`src/rtl/psr_cond_unit_pkg.sv`:
```
// Shared definitions for the PSR / condition unit: ALU opcodes, PSR bit layout
// and the 4-bit condition-field encoding.
package psr_cond_unit_pkg;

    localparam logic [4:0] OP_CMP  = 5'd0;
    localparam logic [4:0] OP_AND  = 5'd1;
    localparam logic [4:0] OP_OR   = 5'd2;
    localparam logic [4:0] OP_ADD  = 5'd3;
    localparam logic [4:0] OP_ADDC = 5'd4;
    localparam logic [4:0] OP_SUB  = 5'd5;
    localparam logic [4:0] OP_SUBC = 5'd6;
    localparam logic [4:0] OP_XOR  = 5'd7;
    localparam logic [4:0] OP_MOV  = 5'd8;
    localparam logic [4:0] OP_NOT  = 5'd9;

    localparam int unsigned PSR_W = 6;
    localparam int unsigned PSR_C = 0;
    localparam int unsigned PSR_L = 1;
    localparam int unsigned PSR_F = 2;
    localparam int unsigned PSR_Z = 3;
    localparam int unsigned PSR_N = 4;
    localparam int unsigned PSR_E = 5;

    typedef enum logic [3:0] {
        CondEq = 4'd0,  CondNe = 4'd1,  CondCs = 4'd2,  CondCc = 4'd3,
        CondHi = 4'd4,  CondLs = 4'd5,  CondGt = 4'd6,  CondLe = 4'd7,
        CondFs = 4'd8,  CondFc = 4'd9,  CondLo = 4'd10, CondHs = 4'd11,
        CondLt = 4'd12, CondGe = 4'd13, CondUc = 4'd14, CondNv = 4'd15
    } cond_e;

endpackage

```
`src/rtl/psr_cond_unit_if.sv`:
```
// Controller/ALU-side bundle of the PSR unit: flag commit, PSR load/store,
// interrupt save/restore and condition evaluation.
interface psr_cond_unit_if #(
    parameter int unsigned WIDTH = 16
);
    logic [4:0]       alu_op;
    logic [4:0]       con_codes;
    logic             flag_we;
    logic             psr_load;
    logic [WIDTH-1:0] psr_wdata;
    logic             irq_save;
    logic             irq_restore;
    logic [3:0]       cond;
    logic [WIDTH-1:0] psr;
    logic             carry_out;
    logic             cond_true;
    logic             int_en;

    modport master (
        output alu_op, con_codes, flag_we, psr_load, psr_wdata, irq_save, irq_restore, cond,
        input  psr, carry_out, cond_true, int_en
    );

    modport slave (
        input  alu_op, con_codes, flag_we, psr_load, psr_wdata, irq_save, irq_restore, cond,
        output psr, carry_out, cond_true, int_en
    );
endinterface

```
`src/rtl/psr_cond_unit_cond_eval.sv`:
```
// Combinational decoder of the 4-bit condition field over a 6-bit PSR flag vector;
// shared by branch/jump and Scond.
module psr_cond_unit_cond_eval
    import psr_cond_unit_pkg::*;
(
    input  logic [PSR_W-1:0] flags_i,
    input  logic [3:0]       cond_i,
    output logic             true_o
);

    logic c, l, f, z, n;

    assign c = flags_i[PSR_C];
    assign l = flags_i[PSR_L];
    assign f = flags_i[PSR_F];
    assign z = flags_i[PSR_Z];
    assign n = flags_i[PSR_N];

    always_comb begin
        true_o = 1'b0;
        unique case (cond_e'(cond_i))
            CondEq: true_o = z;
            CondNe: true_o = !z;
            CondCs: true_o = c;
            CondCc: true_o = !c;
            CondHi: true_o = l;
            CondLs: true_o = !l;
            CondGt: true_o = n;
            CondLe: true_o = !n;
            CondFs: true_o = f;
            CondFc: true_o = !f;
            CondLo: true_o = !l && !z;
            CondHs: true_o = l || z;
            CondLt: true_o = !n && !z;
            CondGe: true_o = n || z;
            CondUc: true_o = 1'b1;
            CondNv: true_o = 1'b0;
        endcase
    end

    logic unused_flags;
    assign unused_flags = flags_i[PSR_E];

endmodule

```
`src/rtl/psr_cond_unit.sv`:
```
// Processor status register: latches ALU flags, handles LPR/SPR and a one-deep
// interrupt shadow, and evaluates branch conditions.
module psr_cond_unit
    import psr_cond_unit_pkg::*;
#(
    parameter int unsigned WIDTH  = 16,
    parameter bit          BYPASS = 1'b1
) (
    input logic             clk,
    input logic             rst_n,
    psr_cond_unit_if.slave  bus
);

    logic [PSR_W-1:0] psr_q, psr_d;
    logic [PSR_W-1:0] shadow_q, shadow_d;
    logic [PSR_W-1:0] flag_src;
    logic [4:0]       flag_mask;

    // con_codes share the PSR bit positions, so a mask selects which flags an op owns.
    always_comb begin
        flag_mask = 5'b0;
        if (bus.flag_we) begin
            unique case (bus.alu_op)
                OP_CMP:                         flag_mask = 5'b11010;
                OP_ADD, OP_ADDC, OP_SUB, OP_SUBC: flag_mask = 5'b00101;
                default:                        flag_mask = 5'b0;
            endcase
        end
    end

    always_comb begin
        psr_d    = psr_q;
        shadow_d = shadow_q;
        if (bus.irq_restore) begin
            psr_d = shadow_q;
        end else begin
            if (bus.psr_load) begin
                psr_d = bus.psr_wdata[PSR_W-1:0];
            end else begin
                psr_d[4:0] = (psr_q[4:0] & ~flag_mask) | (bus.con_codes & flag_mask);
            end
            if (bus.irq_save) begin
                shadow_d     = psr_q;
                psr_d[PSR_E] = 1'b0;
            end
        end
    end

    always_ff @(posedge clk or negedge rst_n) begin
        if (!rst_n) begin
            psr_q    <= '0;
            shadow_q <= '0;
        end else begin
            psr_q    <= psr_d;
            shadow_q <= shadow_d;
        end
    end

    // While in reset the pending write is meaningless, so fall back to the cleared PSR.
    assign flag_src = (BYPASS && rst_n) ? psr_d : psr_q;

    psr_cond_unit_cond_eval u_cond_eval (
        .flags_i (flag_src),
        .cond_i  (bus.cond),
        .true_o  (bus.cond_true)
    );

    assign bus.psr       = WIDTH'(psr_q);
    assign bus.carry_out = psr_q[PSR_C];
    assign bus.int_en    = psr_q[PSR_E];

    logic unused_wdata;
    assign unused_wdata = ^bus.psr_wdata[WIDTH-1:PSR_W];

endmodule

```
`src/flat_wrapper.sv`:
```
// flat-port wrapper written by rule: the top's interface ports become plain ports
module psr_cond_unit_flat import psr_cond_unit_pkg::*;
#(
    parameter int unsigned WIDTH  = 16,
    parameter bit          BYPASS = 1'b1
)
  (clk, rst_n, bus_alu_op, bus_con_codes, bus_flag_we, bus_psr_load, bus_psr_wdata, bus_irq_save, bus_irq_restore, bus_cond, bus_psr, bus_carry_out, bus_cond_true, bus_int_en);
  psr_cond_unit_if #(.WIDTH(WIDTH)) bus_i ();
  input logic clk;
  input logic rst_n;
  input wire logic [$bits(bus_i.alu_op)-1:0] bus_alu_op;
  input wire logic [$bits(bus_i.con_codes)-1:0] bus_con_codes;
  input wire logic [$bits(bus_i.flag_we)-1:0] bus_flag_we;
  input wire logic [$bits(bus_i.psr_load)-1:0] bus_psr_load;
  input wire logic [$bits(bus_i.psr_wdata)-1:0] bus_psr_wdata;
  input wire logic [$bits(bus_i.irq_save)-1:0] bus_irq_save;
  input wire logic [$bits(bus_i.irq_restore)-1:0] bus_irq_restore;
  input wire logic [$bits(bus_i.cond)-1:0] bus_cond;
  output wire logic [$bits(bus_i.psr)-1:0] bus_psr;
  output wire logic [$bits(bus_i.carry_out)-1:0] bus_carry_out;
  output wire logic [$bits(bus_i.cond_true)-1:0] bus_cond_true;
  output wire logic [$bits(bus_i.int_en)-1:0] bus_int_en;
  assign bus_i.alu_op = bus_alu_op;
  assign bus_i.con_codes = bus_con_codes;
  assign bus_i.flag_we = bus_flag_we;
  assign bus_i.psr_load = bus_psr_load;
  assign bus_i.psr_wdata = bus_psr_wdata;
  assign bus_i.irq_save = bus_irq_save;
  assign bus_i.irq_restore = bus_irq_restore;
  assign bus_i.cond = bus_cond;
  assign bus_psr = bus_i.psr;
  assign bus_carry_out = bus_i.carry_out;
  assign bus_cond_true = bus_i.cond_true;
  assign bus_int_en = bus_i.int_en;
  psr_cond_unit #(.WIDTH(WIDTH), .BYPASS(BYPASS)) u_core (.clk(clk), .rst_n(rst_n), .bus(bus_i));
endmodule
```
`config.mk`:
```
export PLATFORM = sky130hd
export DESIGN_NAME = psr_cond_unit_flat
export DESIGN_NICKNAME = d
export VERILOG_FILES = /design/src/rtl/psr_cond_unit_pkg.sv /design/src/rtl/psr_cond_unit_if.sv /design/src/rtl/psr_cond_unit_cond_eval.sv /design/src/rtl/psr_cond_unit.sv /design/src/flat_wrapper.sv
export SDC_FILE = /design/constraint.sdc
export NUM_CORES = 1
export LEC_CHECK = 0
export ABC_AREA = 1
export BUFFER_PORTS_ARGS = -buffer_cell sky130_fd_sc_hd__buf_2
export CAP_MARGIN = 20
export CORE_MARGIN = 2
export CORE_UTILIZATION = 46
export DETAILED_ROUTE_END_ITERATION = 8
export PLACE_DENSITY = 0.79
export SLEW_MARGIN = 20
export SYNTH_ARGS = -nofsm -noshare
export SYNTH_HDL_FRONTEND = slang
export SYNTH_SLANG_ARGS = --single-unit
```
`constraint.sdc`:
```
create_clock -name clk -period 1.65 [get_ports clk]
set_clock_uncertainty 0.1 [all_clocks]
set_input_delay 0.0825 -clock clk [delete_from_list [all_inputs] [get_ports clk]]
set_output_delay 0.0825 -clock clk [all_outputs]
set_load 0.03 [all_outputs]
```
==> results.tsv, run 1 <==
stage	metric	value	unit
setup_path	slack of the worst reg-to-reg path	490	ps
finish	layout filler cell count	231	
setup_path	Setup Crit Path Kind	flop to output port	
clock_tree	latest clock arrival within the worst-skew pair	260	ps
synthesis	Syn Area/Cell	6.13	um2
clock_tree	Num CTS Buffers	3	
finish	Antenna Cells	0	
setup_path	worst r2r src	u_core.psr_q[3]	
floorplan	initial cell density of the core	47.6	%
finish	FF/Latch Area	300	um2
setup_path	arrival time at the worst endpoint	1650	ps
timing	share of the cycle needed by the critical path after routing	111	%
hold_path	hold worst-path end	u_core.psr_q[5]	
timing	setup violators final	1	
pwr	combinational share of power	46.4	%
hold_path	hold path startpoint	bus_irq_restore	
pwr	VDD IR-drop max	0.458	mV
global_routing	via count of the first global-routing pass	1087	
floorplan	die width	54.2	um
run_status	run status	finished with violations	
clock_tree	TritonCTS Sinks	12	
place	cell area after placement	1340	um2
pwr	net load switching power	0.000411	W
floorplan	io pins	55	
timing	max-slew violation count	0	
clock_tree	H-tree Lvls	1	
detailed_routing	final routed wirelength across all metal layers	2.65	mm
setup_path	count of cells along the worst register-to-register path	8	
pwr	power share of the sequential group	36.3	%
timing	final count of hold timing violations	0	
finish	multi-input combinational cell area	716	um2
global_routing	GR Util All Layers	21.0	%
synthesis	number of synthesized register bits	12	
pwr	switching part of the total	40.6	%
setup_path	category of the worst setup path capture point	output port	
timing	fin worst setup slack	-186	ps
floorplan	Die Y	54.2	um
detailed_routing	vias per inst	4.68	
detailed_routing	count of antenna-violating nets left after detailed routing	0	
detailed_routing	violation count after the first detailed-routing iteration	29	
finish	layout net count	273	
run_status	violated checks	setup timing	
finish	non-filler cells, final	265	
detailed_routing	DR pass1 iterations	4	
finish	final instance area	1480	um2
floorplan	full die area	2940	um2
synthesis	Syn Inst Count	189	
clock_tree	CTS tree	built	
clock_tree	root buf cell	sky130_fd_sc_hd__clkbuf_4	
timing	worst hold slack	35.9	ps
finish	Area growth, synth to finish	27.9	%
detailed_routing	number of vias in the routed layout	1240	
finish	fraction of layout instances using a drive strength above 1	33.6	%
timing	Max Freq	0.545	GHz
hold_path	worst min-delay path class	input pin to flop	
synthesis	post-synthesis cell type count	24	
synthesis	Syn Std Cell Area	1160	um2
place	GPL Wtd Cong	0.848	
setup_path	critical path peak fanout	2	
finish	Finished Core Util	60.9	%
place	dpl cells	254	
timing	final period demand of the worst path	1840	ps
synthesis	proportion of synthesized chip area in sequential cells	25.9	%
clock_tree	Clk pin slew, worst setup/hold paths	60	ps
place	placed wire-length estimate	2.09	mm
detailed_routing	DRC violations left	0	
pwr	pwr dens	683	nW/um2
pwr	share of total power in the clock network	17.4	%
floorplan	cell row count	18	
timing	Setup TNS	-186	ps
global_routing	first-pass GRT wire length	4.52	mm
global_routing	antenna violations before repair	0	
floorplan	core footprint	2430	um2
detailed_routing	per-cell routed wire length	10.0	um
timing	unrepaired setup endpoints after global routing	yes	
setup_path	endpoint of the worst-slack reg-to-reg timing path	u_core.psr_q[3]	
synthesis	Syn. warnings	0	
global_routing	GRT overflow	0	
place	total of buffers placed on input and output ports	34	
setup_path	required time reported for the critical path endpoint	1470	ps
global_routing	pin count of the biggest net entering global routing	12	
setup_path	startpoint kind of the worst setup timing path	flop	
hold_path	hold-critical path depth	3	
pwr	Leak	0.835	nW
clock_tree	CTS max path bufs	2	
job	count of maximum capacitance violations	0	
pwr	internal power summed over all cells	0.000601	W
-- critical path: stages, from the launching register on --
cell and delay (ps):
sky130_fd_sc_hd__dfrtp_1 390, sky130_fd_sc_hd__inv_2 70, sky130_fd_sc_hd__nand2_1 60, sky130_fd_sc_hd__nand3_2 80
sky130_fd_sc_hd__nand2_2 70, sky130_fd_sc_hd__nand2_2 80, sky130_fd_sc_hd__nand2_2 60, sky130_fd_sc_hd__nand2_2 60
sky130_fd_sc_hd__nand2_1 50, sky130_fd_sc_hd__inv_1 50, sky130_fd_sc_hd__nand2_1 50, sky130_fd_sc_hd__nand3_2 70
sky130_fd_sc_hd__nor2_2 40, sky130_fd_sc_hd__nor2_2 110, sky130_fd_sc_hd__buf_6 140
-- synth_stat cells --
master                     count  area [um2]
sky130_fd_sc_hd__nand2_1      53         199
sky130_fd_sc_hd__inv_1        25        93.8
sky130_fd_sc_hd__nor2_1       22        82.6
sky130_fd_sc_hd__nand3_1      20         100
sky130_fd_sc_hd__buf_4        12        90.1
sky130_fd_sc_hd__dfrtp_1      12         300
sky130_fd_sc_hd__o21ai_0       8        40.0
sky130_fd_sc_hd__nand2_2       7        43.8
sky130_fd_sc_hd__nand3_2       5        50.1
sky130_fd_sc_hd__a21boi_0      3        22.5
sky130_fd_sc_hd__a21oi_1       3        15.0
sky130_fd_sc_hd__nor2_2        3        18.8
sky130_fd_sc_hd__inv_2         2        7.51
sky130_fd_sc_hd__inv_4         2        12.5
sky130_fd_sc_hd__nand4_1       2        12.5
sky130_fd_sc_hd__or2_2         2        12.5
sky130_fd_sc_hd__a31oi_1       1        6.26
sky130_fd_sc_hd__buf_6         1        11.3
sky130_fd_sc_hd__clkbuf_1      1        3.75
sky130_fd_sc_hd__conb_1        1        3.75
sky130_fd_sc_hd__nor2_4        1        11.3
sky130_fd_sc_hd__o21bai_1      1        7.51
sky130_fd_sc_hd__o31ai_1       1        7.51
sky130_fd_sc_hd__or2_1         1        6.26
-- repair_timing --
item	in CTS	in global routing
hold buffers	4	0
gates cloned	0	0
pin swaps	3	11
buffers inserted	1	3
hold endpoints to repair	14	0
resized for setup	6	9
endpoints found under the setup margin	1	1
-- sequential cells by signal (all words and copies together), names as in the netlist --
| signal | cells |
|---|---|
| u_core.psr_q | 6 |
| u_core.shadow_q | 6 |
-- area by class of cell --
cell class	instances	share of cell area, %
clock buffer	3	1.52
timing repair buffer	48	19.7
tap	30	2.53
multi-input combinational	143	48.3
inverter	29	7.69
sequential	12	20.3
-- logic make-up (layout without fill, tap and decap cells) --
kind of cell / count (synthesis) / count (layout) / share of synthesized area (%)
other: 1 / 10 / 0.324
buffers and inverters: 43 / 80 / 18.9
DFF: 12 / 12 / 25.9
AOI/OAI and AO/OA: 17 / 17 / 8.53
and+or+nand+nor: 116 / 116 / 46.3
-- worst max-delay path by stage --
| stage | from | to | slack (ps) | depth (start not counted) |
|---|---|---|---|---|
| after CTS | u_core.psr_q[1] | bus_cond_true | -190 | 13 |
| after global placement | bus_alu_op[1] | bus_cond_true | 9 | 16 |
| after floorplan | u_core.psr_q[3] | bus_cond_true | 10 | 12 |
| final | u_core.psr_q[3] | bus_cond_true | -190 | 14 |
| after global routing | u_core.psr_q[3] | bus_cond_true | -340 | 13 |
| after detailed placement | bus_alu_op[1] | bus_cond_true | -20 | 16 |
-- power by group through the flow --
stage	Combinational (W)	Clock (W)	Sequential, W
final	0.000469	0.000175	0.000367
after global routing	0.000523	0.000199	0.000373
after CTS	0.000437	0.000181	0.000367
after detailed placement	0.000411	0	0.000371
after global placement	0.000405	0	0.000370
after floorplan	0.000267	0	0.000407
-- metrics by stage --
step,worst slack (ps),total power (W)
floorplan,9.53,0.000674
global placement,8.60,0.000774
detailed placement,-15.8,0.000781
CTS,-193,0.000985
global route,-339,0.00110
finish,-186,0.00101
-- cell usage in the layout, fill, tap and decap left out, drive strengths merged --
cell type	Yosys	final
o31ai	1	1
nand4	2	2
a21boi	3	3
a31oi	1	1
nor2	26	26
o21ai	8	8
a21oi	3	3
buf	13	44
inv	29	29
nand3	25	25
o21bai	1	1
conb	1	10
clkbuf	1	3
dlygate4sd3	0	4
nand2	60	60
dfrtp	12	12
or2	3	3
-- layer usage --
layer	up-vias	part of all wire, %	global-route usage (%)
li1	669	-	-
met1	543	45	26.6
met2	26	50	35.5
met3	2	4.9	6.11
met4	0	0.19	3.75
met5	-	0	0
(Power assumes the default switching activity.)
==> run 2, diff against run 1 <==
--- a/config.mk
+++ b/config.mk
@@ -12,7 +12,8 @@
 export CORE_UTILIZATION = 46
 export DETAILED_ROUTE_END_ITERATION = 8
 export PLACE_DENSITY = 0.79
-export SLEW_MARGIN = 20
+export RECOVER_POWER = 100
+export SLEW_MARGIN = 25
 export SYNTH_ARGS = -nofsm -noshare
 export SYNTH_HDL_FRONTEND = slang
 export SYNTH_SLANG_ARGS = --single-unit
==> run 2 against run 1 <==
Net effect:
- the flow still finishes with violations (setup timing)
- maximum frequency fell by 0.28%
- routed wire length rose by 0.23%
- count of clock-buffer cells in the layout did not move
- critical endpoint unchanged
- largest cell class unchanged
- largest power group unchanged
- highest routed layer unchanged
==> results.tsv, run 2 (synthesized netlist as in run 1, its figures left out) <==
stage	metric	value	unit	change
global_routing	antenna violations before repair	0		unchanged
finish	Area growth, synth to finish	26.7	%	
timing	final period demand of the worst path	1840	ps	+5.19 ps
pwr	pwr dens	684	nW/um2	+0.23%
setup_path	critical path peak fanout	2		unchanged
finish	Antenna Cells	0		unchanged
detailed_routing	DRC violations left	0		unchanged
finish	FF/Latch Area	300	um2	unchanged
run_status	violated checks	setup timing		
floorplan	initial cell density of the core	47.6	%	unchanged
setup_path	startpoint kind of the worst setup timing path	flop		
timing	max-slew violation count	0		unchanged
detailed_routing	count of antenna-violating nets left after detailed routing	0		unchanged
global_routing	GRT overflow	0		unchanged
clock_tree	Clk pin slew, worst setup/hold paths	60	ps	about the same
floorplan	Die Y	54.2	um	unchanged
timing	Max Freq	0.543	GHz	-0.28%
place	placed wire-length estimate	2.09	mm	unchanged
detailed_routing	vias per inst	4.69		+0.16%
floorplan	core footprint	2430	um2	unchanged
run_status	run status	finished with violations		
job	count of maximum capacitance violations	0		unchanged
setup_path	peak per-stage delay on the critical path	390	ps	about the same
place	total of buffers placed on input and output ports	34		unchanged
clock_tree	Num CTS Buffers	3		unchanged
global_routing	via count of the first global-routing pass	1087		unchanged
setup_path	number of buffer and inverter stages on the critical path	3		unchanged
timing	setup violators final	1		unchanged
detailed_routing	final routed wirelength across all metal layers	2.66	mm	+0.23%
setup_path	crit-path leading delay family	simple AND/OR/NAND/NOR gates		
finish	layout net count	273		unchanged
floorplan	full die area	2940	um2	unchanged
clock_tree	latest clock arrival within the worst-skew pair	260	ps	about the same
setup_path	Slowest cell on crit path	sky130_fd_sc_hd__dfrtp_1		
global_routing	GR Util All Layers	21.0	%	unchanged
finish	commonest non-fill, non-tap cells in the layout	50 x sky130_fd_sc_hd__nand2_1, 25 x sky130_fd_sc_hd__buf_2, 23 x sky130_fd_sc_hd__inv_1		
setup_path	Setup Crit Path Kind	flop to output port		
floorplan	io pins	55		unchanged
finish	layout filler cell count	235		+1.7%
pwr	VDD IR-drop max	0.456	mV	-0.52%
setup_path	category of the worst setup path capture point	output port		
clock_tree	TritonCTS Sinks	12		unchanged
clock_tree	CTS tree	built		
timing	final count of hold timing violations	0		unchanged
global_routing	first-pass GRT wire length	4.52	mm	unchanged
setup_path	required time reported for the critical path endpoint	1470	ps	about the same
pwr	Leak	0.806	nW	-3.5%
detailed_routing	number of vias in the routed layout	1242		+0.16%
finish	multi-input combinational cell area	716	um2	unchanged
hold_path	worst min-delay path class	input pin to flop		
clock_tree	CTS max path bufs	2		unchanged
place	dpl cells	254		unchanged
place	GPL Wtd Cong	0.848		unchanged
floorplan	die width	54.2	um	unchanged
setup_path	arrival time at the worst endpoint	1660	ps	about the same
detailed_routing	DR pass1 iterations	4		unchanged
finish	non-filler cells, final	265		unchanged
detailed_routing	violation count after the first detailed-routing iteration	28		-3.4%
finish	Finished Core Util	60.3	%	-0.57 points
finish	fraction of layout instances using a drive strength above 1	29.8	%	-3.8 points
timing	unrepaired setup endpoints after global routing	yes		
timing	fin worst setup slack	-191	ps	-5.19 ps
floorplan	cell row count	18		unchanged
setup_path	Critical Path Most Common Cell	sky130_fd_sc_hd__nand2_2		
clock_tree	H-tree Lvls	1		unchanged
timing	share of the cycle needed by the critical path after routing	112	%	+0.31 points
finish	most common cell after layout, fill and taps aside	sky130_fd_sc_hd__nand2_1		
finish	registers with the most flip-flops	u_core.psr_q: 6 flops, u_core.shadow_q: 6 flops		
detailed_routing	per-cell routed wire length	10.0	um	+0.23%
setup_path	cells along the critical path	inv_2 -> nand2_1 -> nand3_2 -> nand2_2 -> nand2_2 -> nand2_2 -> nand2_2 -> nand2_1 -> inv_1 -> nand2_1 -> nand3_2 -> nor2_2 -> nor2_2 -> buf_6		
clock_tree	root buf cell	sky130_fd_sc_hd__clkbuf_4		
global_routing	pin count of the biggest net entering global routing	12		unchanged
==> run 2: final timing paths <==
kind,to,slack (ps),startpoint,depth (start not counted)
setup / recovery,bus_cond_true,-190,u_core.psr_q[3],14
hold / removal,u_core.psr_q[5],40,bus_irq_restore,3
setup reg to reg,u_core.psr_q[3],490,u_core.psr_q[3],8
hold reg to reg,u_core.shadow_q[5],390,u_core.shadow_q[5],2
max in group asynchronous,u_core.psr_q[5],840,rst_n,3
min in group asynchronous,u_core.psr_q[4],180,rst_n,2
==> run 2: cell type report <==
class	count	share of cell area, %
timing repair buffer	48	18.9
tap	30	2.56
multi-input combinational	143	48.8
inverter	29	7.76
sequential	12	20.5
clock buffer	3	1.53
==> run 2: where the power goes <==
group	switching (W)	internal, W
Sequential	0.0000293	0.000338
Combinational	0.000292	0.000170
Clock	0.0000910	0.0000844
==> run 2: stage by stage <==
step           TNS [ps]  hold WS (ps)  worst slack, ps  total power, W  area (um2)
2_1_floorplan         0          -313             9.53        0.000674        1190
3_3_place_gp          0          -164             8.60        0.000774        1340
3_5_place_dp      -15.8          -165            -15.8        0.000781        1340
4_1_cts            -193          27.7             -193        0.000985        1430
5_1_grt            -343          29.5             -343         0.00109        1470
6_report           -191          36.0             -191         0.00100        1470
==> run 2: worst min-delay path, cell delays in order <==
cell,delay [ps]
sky130_fd_sc_hd__buf_2,140
sky130_fd_sc_hd__nand2_1,60
sky130_fd_sc_hd__o31ai_1,70
==> run 2: metal layers <==
| layer | GRT usage (%) | wire, um | share of wire (%) | vias up |
|---|---|---|---|---|
| met5 | 0 | 0 | 0 | - |
| met4 | 3.75 | 5 | 0.19 | 0 |
| met3 | 6.11 | 133 | 5.0 | 2 |
| met2 | 35.5 | 1330 | 50 | 26 |
| met1 | 26.6 | 1190 | 45 | 546 |
| li1 | - | - | - | 668 |
==> run 2: timing repair <==
| action | 4_1_cts | 5_1_grt |
|---|---|---|
| hold buffers | 4 | 0 |
| pin swaps | 3 | 11 |
| setup endpoints to repair | 1 | 1 |
| setup buffers | 1 | 3 |
| gates resized for setup | 6 | 9 |
| endpoints found under the hold margin | 14 | 0 |
